===== config.mk =====
export PLATFORM = sky130hd
export DESIGN_NAME = adder_accum_core_flat
export DESIGN_NICKNAME = d
export VERILOG_FILES = /design/src/rtl/adder_accum_core_if.sv /design/src/rtl/adder_accum_core.sv /design/src/flat_wrapper.sv
export SDC_FILE = /design/constraint.sdc
export NUM_CORES = 1
export LEC_CHECK = 0
export ABC_AREA = 1
export CAP_MARGIN = 40
export CORE_AREA = 2 2 58 73
export CTS_CLUSTER_SIZE = 30
export DETAILED_ROUTE_END_ITERATION = 8
export DIE_AREA = 0 0 60 75
export GPL_TIMING_DRIVEN = 1
export PLACE_DENSITY_LB_ADDON = 0.12
export SLEW_MARGIN = 40
export SYNTH_ARGS = -nofsm -noshare
export SYNTH_HDL_FRONTEND = slang
export SYNTH_SLANG_ARGS = --single-unit

===== constraint.sdc =====
create_clock -name clk -period 3.3 [get_ports clk]
set_clock_uncertainty 0.1 [all_clocks]
set_input_delay 0.66 -clock clk [delete_from_list [all_inputs] [get_ports clk]]
set_output_delay 0.66 -clock clk [all_outputs]
set_load 0.02 [all_outputs]

===== src/rtl/adder_accum_core_if.sv =====
// Operand/result handshake bundle for adder_accum_core.
// master drives operands and out_ready; slave is the datapath.
`timescale 1ns/1ps
interface adder_accum_if #(
    parameter int WIDTH = 8
);
    logic             in_valid;
    logic             in_ready;
    logic [WIDTH-1:0] a;
    logic [WIDTH-1:0] b;
    logic [1:0]       mode;
    logic             out_valid;
    logic             out_ready;
    logic [WIDTH-1:0] result;
    logic             carry;
    logic             ovf;

    modport master (
        output in_valid, a, b, mode, out_ready,
        input  in_ready, out_valid, result, carry, ovf
    );

    modport slave (
        input  in_valid, a, b, mode, out_ready,
        output in_ready, out_valid, result, carry, ovf
    );
endinterface


===== src/rtl/adder_accum_core.sv =====
// Registered ADD/SUB/ACC/CLR datapath with ready/valid handshake.
// Define ADDER_ACCUM_SAT_EN to saturate results instead of wrapping.
`timescale 1ns/1ps
module adder_accum_core #(
    parameter int WIDTH   = 8,
    parameter int COUNT_W = 4
) (
    input  logic               clk,
    input  logic               rst_n,
    input  logic               ena,
    adder_accum_if.slave       bus,
    output logic [COUNT_W-1:0] acc_cnt
);
    localparam int MSB = WIDTH - 1;

    localparam logic [1:0] MODE_ADD = 2'b00;
    localparam logic [1:0] MODE_SUB = 2'b01;
    localparam logic [1:0] MODE_ACC = 2'b10;
    localparam logic [1:0] MODE_CLR = 2'b11;

    logic [WIDTH-1:0]   acc_q;
    logic [WIDTH-1:0]   res_q;
    logic               carry_q;
    logic               ovf_q;
    logic               vld_q;
    logic [COUNT_W-1:0] cnt_q;

    logic               is_add;
    logic               is_sub;
    logic               is_acc;
    logic               is_clr;
    logic               in_fire;
    logic               out_fire;
    logic [WIDTH-1:0]   opa;
    logic [WIDTH-1:0]   opb;
    logic [WIDTH:0]     sum;
    logic [WIDTH:0]     diff;
    logic [WIDTH-1:0]   res_d;
    logic               carry_d;
    logic               ovf_d;

    assign is_add = (bus.mode == MODE_ADD);
    assign is_sub = (bus.mode == MODE_SUB);
    assign is_acc = (bus.mode == MODE_ACC);
    assign is_clr = (bus.mode == MODE_CLR);

    // A full register may be drained and refilled in the same cycle.
    assign bus.in_ready = ena && (!vld_q || bus.out_ready);
    assign in_fire      = bus.in_valid && bus.in_ready;
    assign out_fire     = ena && vld_q && bus.out_ready;

    assign opa  = is_acc ? acc_q : bus.a;
    assign opb  = is_acc ? bus.a : bus.b;
    assign sum  = {1'b0, opa} + {1'b0, opb};
    assign diff = {1'b0, bus.a} - {1'b0, bus.b};

    always_comb begin
        res_d   = '0;
        carry_d = 1'b0;
        ovf_d   = 1'b0;
        unique case (1'b1)
            is_add, is_acc: begin
                res_d   = sum[MSB:0];
                carry_d = sum[WIDTH];
                ovf_d   = (opa[MSB] == opb[MSB])
                       && (sum[MSB] != opa[MSB]);
`ifdef ADDER_ACCUM_SAT_EN
                if (sum[WIDTH]) res_d = '1;
`endif
            end
            is_sub: begin
                res_d   = diff[MSB:0];
                carry_d = diff[WIDTH];
                ovf_d   = (bus.a[MSB] != bus.b[MSB])
                       && (diff[MSB] != bus.a[MSB]);
`ifdef ADDER_ACCUM_SAT_EN
                if (diff[WIDTH]) res_d = '0;
`endif
            end
            is_clr: begin
                res_d   = '0;
                carry_d = 1'b0;
                ovf_d   = 1'b0;
            end
            default: begin
                res_d   = '0;
                carry_d = 1'b0;
                ovf_d   = 1'b0;
            end
        endcase
    end

    always_ff @(posedge clk or negedge rst_n) begin
        if (!rst_n) begin
            vld_q   <= 1'b0;
            res_q   <= '0;
            carry_q <= 1'b0;
            ovf_q   <= 1'b0;
        end else if (in_fire) begin
            vld_q   <= 1'b1;
            res_q   <= res_d;
            carry_q <= carry_d;
            ovf_q   <= ovf_d;
        end else if (out_fire) begin
            vld_q   <= 1'b0;
        end
    end

    // Accumulator state moves only on ACC/CLR beats.
    always_ff @(posedge clk or negedge rst_n) begin
        if (!rst_n) begin
            acc_q <= '0;
            cnt_q <= '0;
        end else if (in_fire && is_acc) begin
            acc_q <= res_d;
            if (!(&cnt_q)) cnt_q <= cnt_q + COUNT_W'(1);
        end else if (in_fire && is_clr) begin
            acc_q <= '0;
            cnt_q <= '0;
        end
    end

    assign bus.out_valid = vld_q;
    assign bus.result    = res_q;
    assign bus.carry     = carry_q;
    assign bus.ovf       = ovf_q;
    assign acc_cnt       = cnt_q;
endmodule


===== src/flat_wrapper.sv =====
// flat-port wrapper written by rule: the top's interface ports become plain ports
module adder_accum_core_flat 
#(
    parameter int WIDTH   = 8,
    parameter int COUNT_W = 4
)
  (clk, rst_n, ena, acc_cnt, bus_in_valid, bus_a, bus_b, bus_mode, bus_out_ready, bus_in_ready, bus_out_valid, bus_result, bus_carry, bus_ovf);
  adder_accum_if #(.WIDTH(WIDTH)) bus_i ();
  input  logic clk;
  input  logic rst_n;
  input  logic ena;
  output logic [COUNT_W-1:0] acc_cnt;
  input wire logic [$bits(bus_i.in_valid)-1:0] bus_in_valid;
  input wire logic [$bits(bus_i.a)-1:0] bus_a;
  input wire logic [$bits(bus_i.b)-1:0] bus_b;
  input wire logic [$bits(bus_i.mode)-1:0] bus_mode;
  input wire logic [$bits(bus_i.out_ready)-1:0] bus_out_ready;
  output wire logic [$bits(bus_i.in_ready)-1:0] bus_in_ready;
  output wire logic [$bits(bus_i.out_valid)-1:0] bus_out_valid;
  output wire logic [$bits(bus_i.result)-1:0] bus_result;
  output wire logic [$bits(bus_i.carry)-1:0] bus_carry;
  output wire logic [$bits(bus_i.ovf)-1:0] bus_ovf;
  assign bus_i.in_valid = bus_in_valid;
  assign bus_i.a = bus_a;
  assign bus_i.b = bus_b;
  assign bus_i.mode = bus_mode;
  assign bus_i.out_ready = bus_out_ready;
  assign bus_in_ready = bus_i.in_ready;
  assign bus_out_valid = bus_i.out_valid;
  assign bus_result = bus_i.result;
  assign bus_carry = bus_i.carry;
  assign bus_ovf = bus_i.ovf;
  adder_accum_core #(.WIDTH(WIDTH), .COUNT_W(COUNT_W)) u_core (.clk(clk), .rst_n(rst_n), .ena(ena), .bus(bus_i), .acc_cnt(acc_cnt));
endmodule

After elaboration in Yosys (flattened, before gate mapping)
Cells that the tools add are included.

Word-level logic and storage cells: 45. Register bits: 23. Bits of input ports: 23. Output and inout port bits: 16.

Equal/unequal tests: 8. Reductions and logical operators: 16. Add/subtract/negate cells: 3. Muxes and demuxes: 12.

Operator list (count): 8-bit two-way mux (4); 8-bit one-hot mux with 2 select lines (1); 4-bit two-way mux (3); 8-bit by 8-bit adder with 9-bit output (1); 8-bit by 8-bit subtractor with 9-bit output (1); 1-bit logical AND (8); 4-bit by 1-bit adder with 4-bit output, second input constant (1); 2-bit equality test, second input constant (2); 1-bit one-hot mux with 2 select lines (2); 4-bit AND reduction (1); 2-bit nonzero test (2); 1-bit != test (3); 2-bit by 1-bit equality test with 1-bit output, second input constant (1); 2-bit zero test (1); 1-bit two-way mux (2); 2-bit != test, second input constant (1); 2-bit AND reduction (1); 2-bit OR reduction (1); 1-bit equality test (1); 1-bit zero test (1); 1-bit logical OR (1).

Longest topological paths before layout
Gate-level depths: netlist of run 1.

Word-level depth: 7. Depth in mapped cells: 18. Gate-level depth less buffers: 17.

Least setup slack after synthesis of run 1
No wires, ideal clock.

Path type: input -> register. Start: input bus_mode[0]. End: register u_core.res_q[6] (netlist: u_core.bus.result[6]). Setup time: 117 ps. Path slack: 731 ps. Arrival: 2352 ps. Data required time: 3083 ps. Stages: 17. Path buffers: 1. Path through: inv_2 -> nand2_2 -> clkbuf_1 -> o21ai_0 -> ha_1 -> inv_1 -> fa_1 -> inv_1 -> nand3_1 -> nand2_1 -> nand2_1 -> nand2_1 -> nand2_1 -> nand3_1 -> nand2_1 -> nand2_1 -> nand2_1.

Longest elaborated chain between the ends: 4. Elaborated cells between the ends (all ways): 8.

RTL lines: from (decl) (RTL line flat_wrapper.sv:16) `input wire logic [$bits(bus_i.mode)-1:0] bus_mode;`; 2-bit equality test (RTL line adder_accum_core.sv:44) `assign is_acc = (bus.mode == MODE_ACC);`; 8-bit two-way mux (on tied branches) (RTL line adder_accum_core.sv:52, adder_accum_core.sv:53); 8-bit by 8-bit adder with 9-bit output (RTL line adder_accum_core.sv:54) `assign sum = {1'b0, opa} + {1'b0, opb};`; 8-bit one-hot mux with 2 select lines * (RTL line adder_accum_core.sv:61) `unique case (1'b1)`; to (signal assigned) (RTL line adder_accum_core.sv:101) `res_q <= res_d;`; to (decl) (RTL line adder_accum_core.sv:22) `logic [WIDTH-1:0] res_q;`.

Every way passes the cells marked *; elsewhere a longest branch is shown, timed or not. A chain may end at the register's enable or synchronous reset.

Worst setup path after layout of run 1
Start: input bus_mode[0]. End: register u_core.acc_q[6].

Longest elaborated chain between the ends: 5. Elaborated cells between the ends (all ways): 13.

RTL lines: 2-bit equality test (RTL line adder_accum_core.sv:44); 8-bit two-way mux (on tied branches) (RTL line adder_accum_core.sv:52, adder_accum_core.sv:53); 8-bit by 8-bit adder with 9-bit output (RTL line adder_accum_core.sv:54); 8-bit one-hot mux with 2 select lines (RTL line adder_accum_core.sv:61); 8-bit two-way mux (RTL line adder_accum_core.sv:114) `end else if (in_fire && is_acc) begin`; to (signal assigned) (RTL line adder_accum_core.sv:115) `acc_q <= res_d;`; to (decl) (RTL line adder_accum_core.sv:21) `logic [WIDTH-1:0] acc_q;`.

Several ways; a longest one is shown, not always the timed one.

==> results of run 1 <==
[layout make-up]
| cell class | count | share of cell area, % |
|---|---|---|
| timing repair buffer | 44 | 16.4 |
| multi-input combinational | 240 | 48.6 |
| sequential | 23 | 22.1 |
| inverter | 59 | 8.51 |
| clock buffer | 3 | 1.59 |
| tap | 54 | 2.60 |
| clock inverter | 1 | 0.192 |
[cells in the mapped netlist]
| master | n |
|---|---|
| fa_1 | 2 |
| o21ai_2 | 3 |
| nand2_2 | 3 |
| nand3_1 | 24 |
| buf_2 | 2 |
| inv_1 | 52 |
| nor2_1 | 12 |
| clkinv_1 | 1 |
| nand4_1 | 4 |
| xor2_1 | 2 |
| o21a_1 | 2 |
| o21ai_0 | 17 |
| a21oi_2 | 1 |
| nor2_4 | 2 |
| buf_6 | 1 |
| nand2_1 | 121 |
| nor2_8 | 1 |
| a21oi_1 | 12 |
| dfrtp_1 | 23 |
| o21ai_1 | 10 |
| clkbuf_1 | 1 |
| ha_1 | 17 |
| o22ai_1 | 5 |
| or2_1 | 1 |
| nor2_2 | 1 |
| inv_2 | 6 |
[metal layers]
metal | vias up | wire, um | share of wire (%)
met5 | - | 0 | 0
met4 | 0 | 154 | 3.2
met3 | 11 | 153 | 3.2
met2 | 54 | 2290 | 47
met1 | 968 | 2250 | 46
li1 | 1121 | - | -
[kinds of logic (layout without fill, tap and decap cells)]
kind of cell    count (synthesis)  after routing  synth area share, %
flops                          23             23                 27.6
compound gates                 50             50                 13.2
buf+inv                        63            107                 11.8
xor+xnor                        2              2                0.839
fa+ha+maj                      19             19                 12.1
simple gates                  169            169                 34.4
[critical path: cells and delay by family]
kind            cells  cell delay, ns
simple gates       11            0.83
compound gates      1            0.08
buf+inv             4            0.76
fa+ha+maj           2            0.61
[final timing paths]
kind | depth (start not counted) | to | startpoint
max in group asynchronous | 2 | u_core.acc_q[7] | rst_n
hold reg to reg | 2 | u_core.bus.result[6] | u_core.bus.result[6]
setup reg to reg | 15 | u_core.acc_q[6] | u_core.acc_q[0]
hold / removal | 2 | u_core.bus.result[6] | u_core.bus.result[6]
min in group asynchronous | 2 | u_core.bus.result[1] | rst_n
setup / recovery | 18 | u_core.acc_q[6] | bus_mode[0]
[cells in the final DEF, fill, tap and decap left out, types with 10 or more instances in the layout]
cell type,netlist,final
a21oi_1,12,12
clkdlybuf4s50_1,0,38
o21ai_0,17,17
o21ai_1,10,10
nor2_1,12,12
dfrtp_1,23,23
inv_1,52,52
ha_1,17,17
nand2_1,121,121
nand3_1,24,24
[power breakdown]
group          switching (mW)  total (mW)  internal [mW]
combinational           0.278       0.492          0.214
sequential             0.0376       0.377          0.339
clock                  0.0900       0.174         0.0842
total                   0.406        1.04          0.638
[per-stage QoR]
stage | total power, mW | cell area (sq um)
after floorplan | 0.686 | 2090
after global placement | 0.867 | 2550
after detailed placement | 0.873 | 2550
after CTS | 1.05 | 2600
after global routing | 1.12 | 2600
final | 1.04 | 2600
[sequential cells by signal (all words and copies together), names as in the netlist]
| register | cells |
|---|---|
| u_core.bus.out_valid | 1 |
| u_core.bus.result | 8 |
| u_core.acc_cnt | 4 |
| u_core.acc_q | 8 |
| u_core.bus.carry | 1 |
| u_core.bus.ovf | 1 |
==> results.tsv, run 1 <==
metric	value	unit
status	finished clean	
largest net degree at the start of global routing	24	
Nets	413	
H-tree level count	1	
clk sinks	23	
DRT Wirelength	4850	um
Final setup viols	0	
syn_area_per_cell	6.40	sq um
share of the synthesized area in the top cell type	27.6	%
Post-CTS Hold Fix Bufs	0	
P per Cell Area	401	nW/um^2
placed cell count	420	
DR vias	2154	
Max Buffers Root-to-Sink	2	
synthesis warning total	0	
busiest grt layer	met2	
floorplan core area	3780	sq um
Clock Latency Late Sink	0.26	ns
hold slack	0.385	ns
Std-Cell Rows	25	
Max IR drop VDD	0.000343	V
Inserted Diodes	0	
Clock Pin Slew Worst Setup and Hold Paths	0.08	ns
sequential area share after synthesis	27.6	%
fin cells	424	
GRT Util Overall	23.9	%
CP Launch Type	input port	
TritonCTS clock tree	yes	
cell leakage power	1.42	nW
vias in the first global route	2011	
crit path max fanout	10	
met1 Use GR	31.1	%
Syn Std Cell Area	2090	sq um
die height	75	um
WP data arrival	2.95	ns
Slowest Stage Delay on Critical Path	0.55	ns
hold crit path type	flop to flop	
Fin Setup TNS	0	ns
setup ws final	0.407	ns
FMAX	346	MHz
CP endpoint kind	flop	
FILL cells	355	
Worst Setup Path Type	input port to flop	
Post-CTS Setup Repair Bufs	0	
vias per cell	5.08	
first-pass GRT wire length	8310	um
worst slew pin tran	0.295	ns
flop-to-flop setup slack	1.17	ns
share of cells above drive strength 1	7.30	%
fin util	68.7	%
Area contributors post-synth	dfrtp_1 28%, nand2_1 22%, ha_1 10%	
MaxCap Viol Count	0	
dominant cell type by area after synthesis	dfrtp_1	
die area	4500	sq um
io pins	39	
Worst Path Required	3.36	ns
Residual DRC	0	
footprint of the multi-input gates	1260	sq um
synthesized flop and latch total	23	
Initial Util	55.1	%
final RePlAce weighted congestion	0.947	
Post-Synthesis Cells	326	
slowest cell on the critical path	clkdlybuf4s50_1	
DRT antenna net count	0	
initial antenna violation count	0	
Area Overhead vs Synth	24.6	%
GR Overflow Total	0	
pre-CTS WS	0.109	ns
Sequential Area	576	sq um
DRT Pass-1 Iters	5	
crit share post-route	87.7	%
Syn Nets	368	
crit-path most repeated cell	nand2_1	
Critical Path, Cell by Cell	clkdlybuf4s50_1 > inv_2 > nand2_2 > nand2_1 > o21ai_0 > ha_1 > inv_1 > fa_1 > inv_1 > nand3_1 > nand2_1 > nand2_1 > nand2_1 > nand2_1 > nand3_1 > nand2_1 > nand2_1 > nand2_1	
RSZ-0062 raised after global routing	false	
Final Max Slew Viols	0	
CTS root buf	clkbuf_8	
violation count after the first detailed-route iteration	120	
Fin. Hold Viols	0	
DR WL/cell	11.4	um
Slew headroom	80.3	%
TritonCTS Buffers	3	
M2 GR Usage	40.9	%
PortBufs	38	
Min Clock Period, post-route	2.89	ns
Die Wd	60	um
hpwl dp	4030	um
met3 GRT Util	1.20	%
Netlist cell types	26	
CTS resizes	0	
(Power assumes the default switching activity.)
==> run 2, diff against run 1 <==
--- a/config.mk
+++ b/config.mk
@@ -7,10 +7,10 @@
 export LEC_CHECK = 0
 export ABC_AREA = 1
 export CAP_MARGIN = 40
-export CORE_AREA = 2 2 58 73
+export CORE_AREA = 5 5 69 71
 export CTS_CLUSTER_SIZE = 30
 export DETAILED_ROUTE_END_ITERATION = 8
-export DIE_AREA = 0 0 60 75
+export DIE_AREA = 0 0 74 76
 export GPL_TIMING_DRIVEN = 1
 export PLACE_DENSITY_LB_ADDON = 0.12
 export SLEW_MARGIN = 40
==> constraint.sdc (replaced) <==
create_clock -name clk -period 2.85 [get_ports clk]
set_clock_uncertainty 0.1 [all_clocks]
set_input_delay 0.57 -clock clk [delete_from_list [all_inputs] [get_ports clk]]
set_output_delay 0.57 -clock clk [all_outputs]
set_load 0.02 [all_outputs]
==> results.tsv, run 2 (synthesized netlist as in run 1, its figures left out) <==
metric	value	unit	change
status	finished clean		
violation count after the first detailed-route iteration	147		+23%
initial antenna violation count	0		unchanged
final RePlAce weighted congestion	0.927		-2.1%
GR Overflow Total	0		unchanged
cell leakage power	1.50	nW	+6.1%
FILL cells	386		+8.7%
Residual DRC	0		unchanged
Pint	767	uW	+20%
DRT Pass-1 Iters	4		-1
Logic pwr share	48.8	%	+1.6 points
Post-CTS Hold Fix Bufs	0		unchanged
TritonCTS Buffers	3		unchanged
TritonCTS clock tree	yes		
clk sinks	23		unchanged
Max Buffers Root-to-Sink	2		unchanged
Hold Path Depth	2		unchanged
PortBufs	38		unchanged
Final setup viols	0		unchanged
Fin Setup TNS	0	ns	unchanged
P_sw	485	uW	+19%
share of cells above drive strength 1	12.0	%	+4.7 points
die height	76	um	+1.3%
Nets	427		+3.4%
DRT antenna net count	0		unchanged
Area Overhead vs Synth	30.8	%	
DRT Wirelength	5440	um	+12%
hold crit path type	flop to flop		
first-pass GRT wire length	9110	um	+9.6%
Final Max Slew Viols	0		unchanged
flop-to-flop setup slack	0.76	ns	-0.41 ns
Max IR drop VDD	0.000360	V	+4.9%
WP data arrival	1.89	ns	-1.06 ns
RSZ-0062 raised after global routing	false		
Fin. Hold Viols	0		unchanged
Clk pwr share	16.1	%	-0.6 points
crit-path most repeated cell	clkdlybuf4s50_1		
Post-DP Area	2650	sq um	+3.7%
Worst Min Path Start	u_core.bus.carry		
CP endpoint kind	primary output		
GRT Util Overall	20.0	%	-3.9 points
Slew headroom	80.1	%	-0.22 points
Worst Path Required	2.18	ns	-1.18 ns
hpwl dp	4380	um	+8.8%
pre-CTS WS	-0.151	ns	-0.260 ns
DR WL/cell	12.5	um	+9.3%
Initial Util	50.0	%	-5.1 points
FF-to-FF Start	u_core.acc_q[0]		
most frequent cells in the layout	120 x nand2_1, 52 x inv_1, 36 x clkdlybuf4s50_1, 24 x nand3_1, 23 x dfrtp_1		
largest net degree at the start of global routing	24		unchanged
Clock Latency Late Sink	0.26	ns	about the same
Switching Share	38.7	%	-0.16 points
slowest cell on the critical path	clkdlybuf4s50_1		
crit share post-route	89.8	%	
vias in the first global route	2098		+4.3%
Inserted Diodes	0		unchanged
worst slew pin tran	0.299	ns	+0.00335 ns
Std-Cell Rows	24		-4.0%
die area	5620	sq um	+25%
Die Wd	74	um	+23%
crit path max fanout	2		-8
most common cell after layout, fill and taps aside	nand2_1		
CP Launch Type	input port		
setup ws final	0.290	ns	-0.117 ns
Reg power frac	35.1	%	-1.0 points
floorplan core area	4170	sq um	+10%
FMAX	391	MHz	
CTS root buf	clkbuf_8		
vias per cell	5.17		+1.7%
DR vias	2253		+4.6%
P per Cell Area	459	nW/um^2	+14%
Clock Pin Slew Worst Setup and Hold Paths	0.08	ns	about the same
RR Endpoint	u_core.bus.result[6]		
CTS resizes	0		unchanged
io pins	39		unchanged
Slowest Stage Delay on Critical Path	0.54	ns	about the same
Min Clock Period, post-route	2.56	ns	
fin area	2730	sq um	+4.9%
Post-CTS Setup Repair Bufs	0		unchanged
Critical Path, Cell by Cell	clkdlybuf4s50_1 > o21ai_2 > inv_1 > clkdlybuf4s50_1		
MaxCap Viol Count	0		unchanged
Hold Path End	u_core.bus.carry		
FF-to-FF path depth	15		unchanged
Worst Setup Path Type	input port to primary output		
H-tree level count	1		unchanged
## run 2: metal layers
metal	GRT usage [%]	up-vias	share of wire, %
met4	5.25	0	1.9
li1	-	1150	-
met5	0	-	0
met2	33.4	56	49
met3	3.30	10	4.4
met1	26.4	1037	45
## run 2: cell type report
type	instances	area [sq um]	area share [%]
Clock buffer	3	41.3	1.51
Clock inverter	1	5.00	0.183
Inverter	59	225	8.25
Multi-Input combinational cell	241	1290	47.2
Sequential cell	23	576	21.1
Tap cell	52	65.1	2.38
Timing Repair Buffer	57	528	19.3
## run 2: how the worst max path moves through the flow
stage                              from              endpoint  slack, ns  cells after the start
final                     bus_out_ready          bus_in_ready       0.29                      4
after detailed placement    bus_mode[0]  u_core.bus.result[7]      -0.15                     16
after global placement      bus_mode[0]       u_core.acc_q[7]      -0.18                     16
after CTS                   bus_mode[1]  u_core.bus.result[6]       0.12                     16
after global routing           bus_a[1]  u_core.bus.result[6]       0.15                     15
after floorplan             bus_mode[0]  u_core.bus.result[6]       0.37                     17
## run 2: through the flow
stage	total power, mW	util, %	hold WS (ns)	cells
3_5_place_dp	1.05	63.5	0.369	431
5_1_grt	1.36	65.4	0.423	436
2_1_floorplan	0.794	-	0.174	326
4_1_cts	1.25	64.6	0.391	435
3_3_place_gp	1.04	63.5	0.363	431
6_report	1.25	65.4	0.389	436
## run 2: worst max-delay path, delay by kind of cell
family,cells,cell delay (ns)
AO/OA/AOI/OAI,1,0.27
buffers and inverters,3,1.05
## run 2: power groups by stage
stage / logic [mW] / clock network (mW) / registers, mW
after global routing: 0.683 / 0.226 / 0.450
after CTS: 0.607 / 0.207 / 0.439
after detailed placement: 0.603 / 0 / 0.445
after floorplan: 0.300 / 0 / 0.494
final: 0.611 / 0.202 / 0.440
after global placement: 0.594 / 0 / 0.444
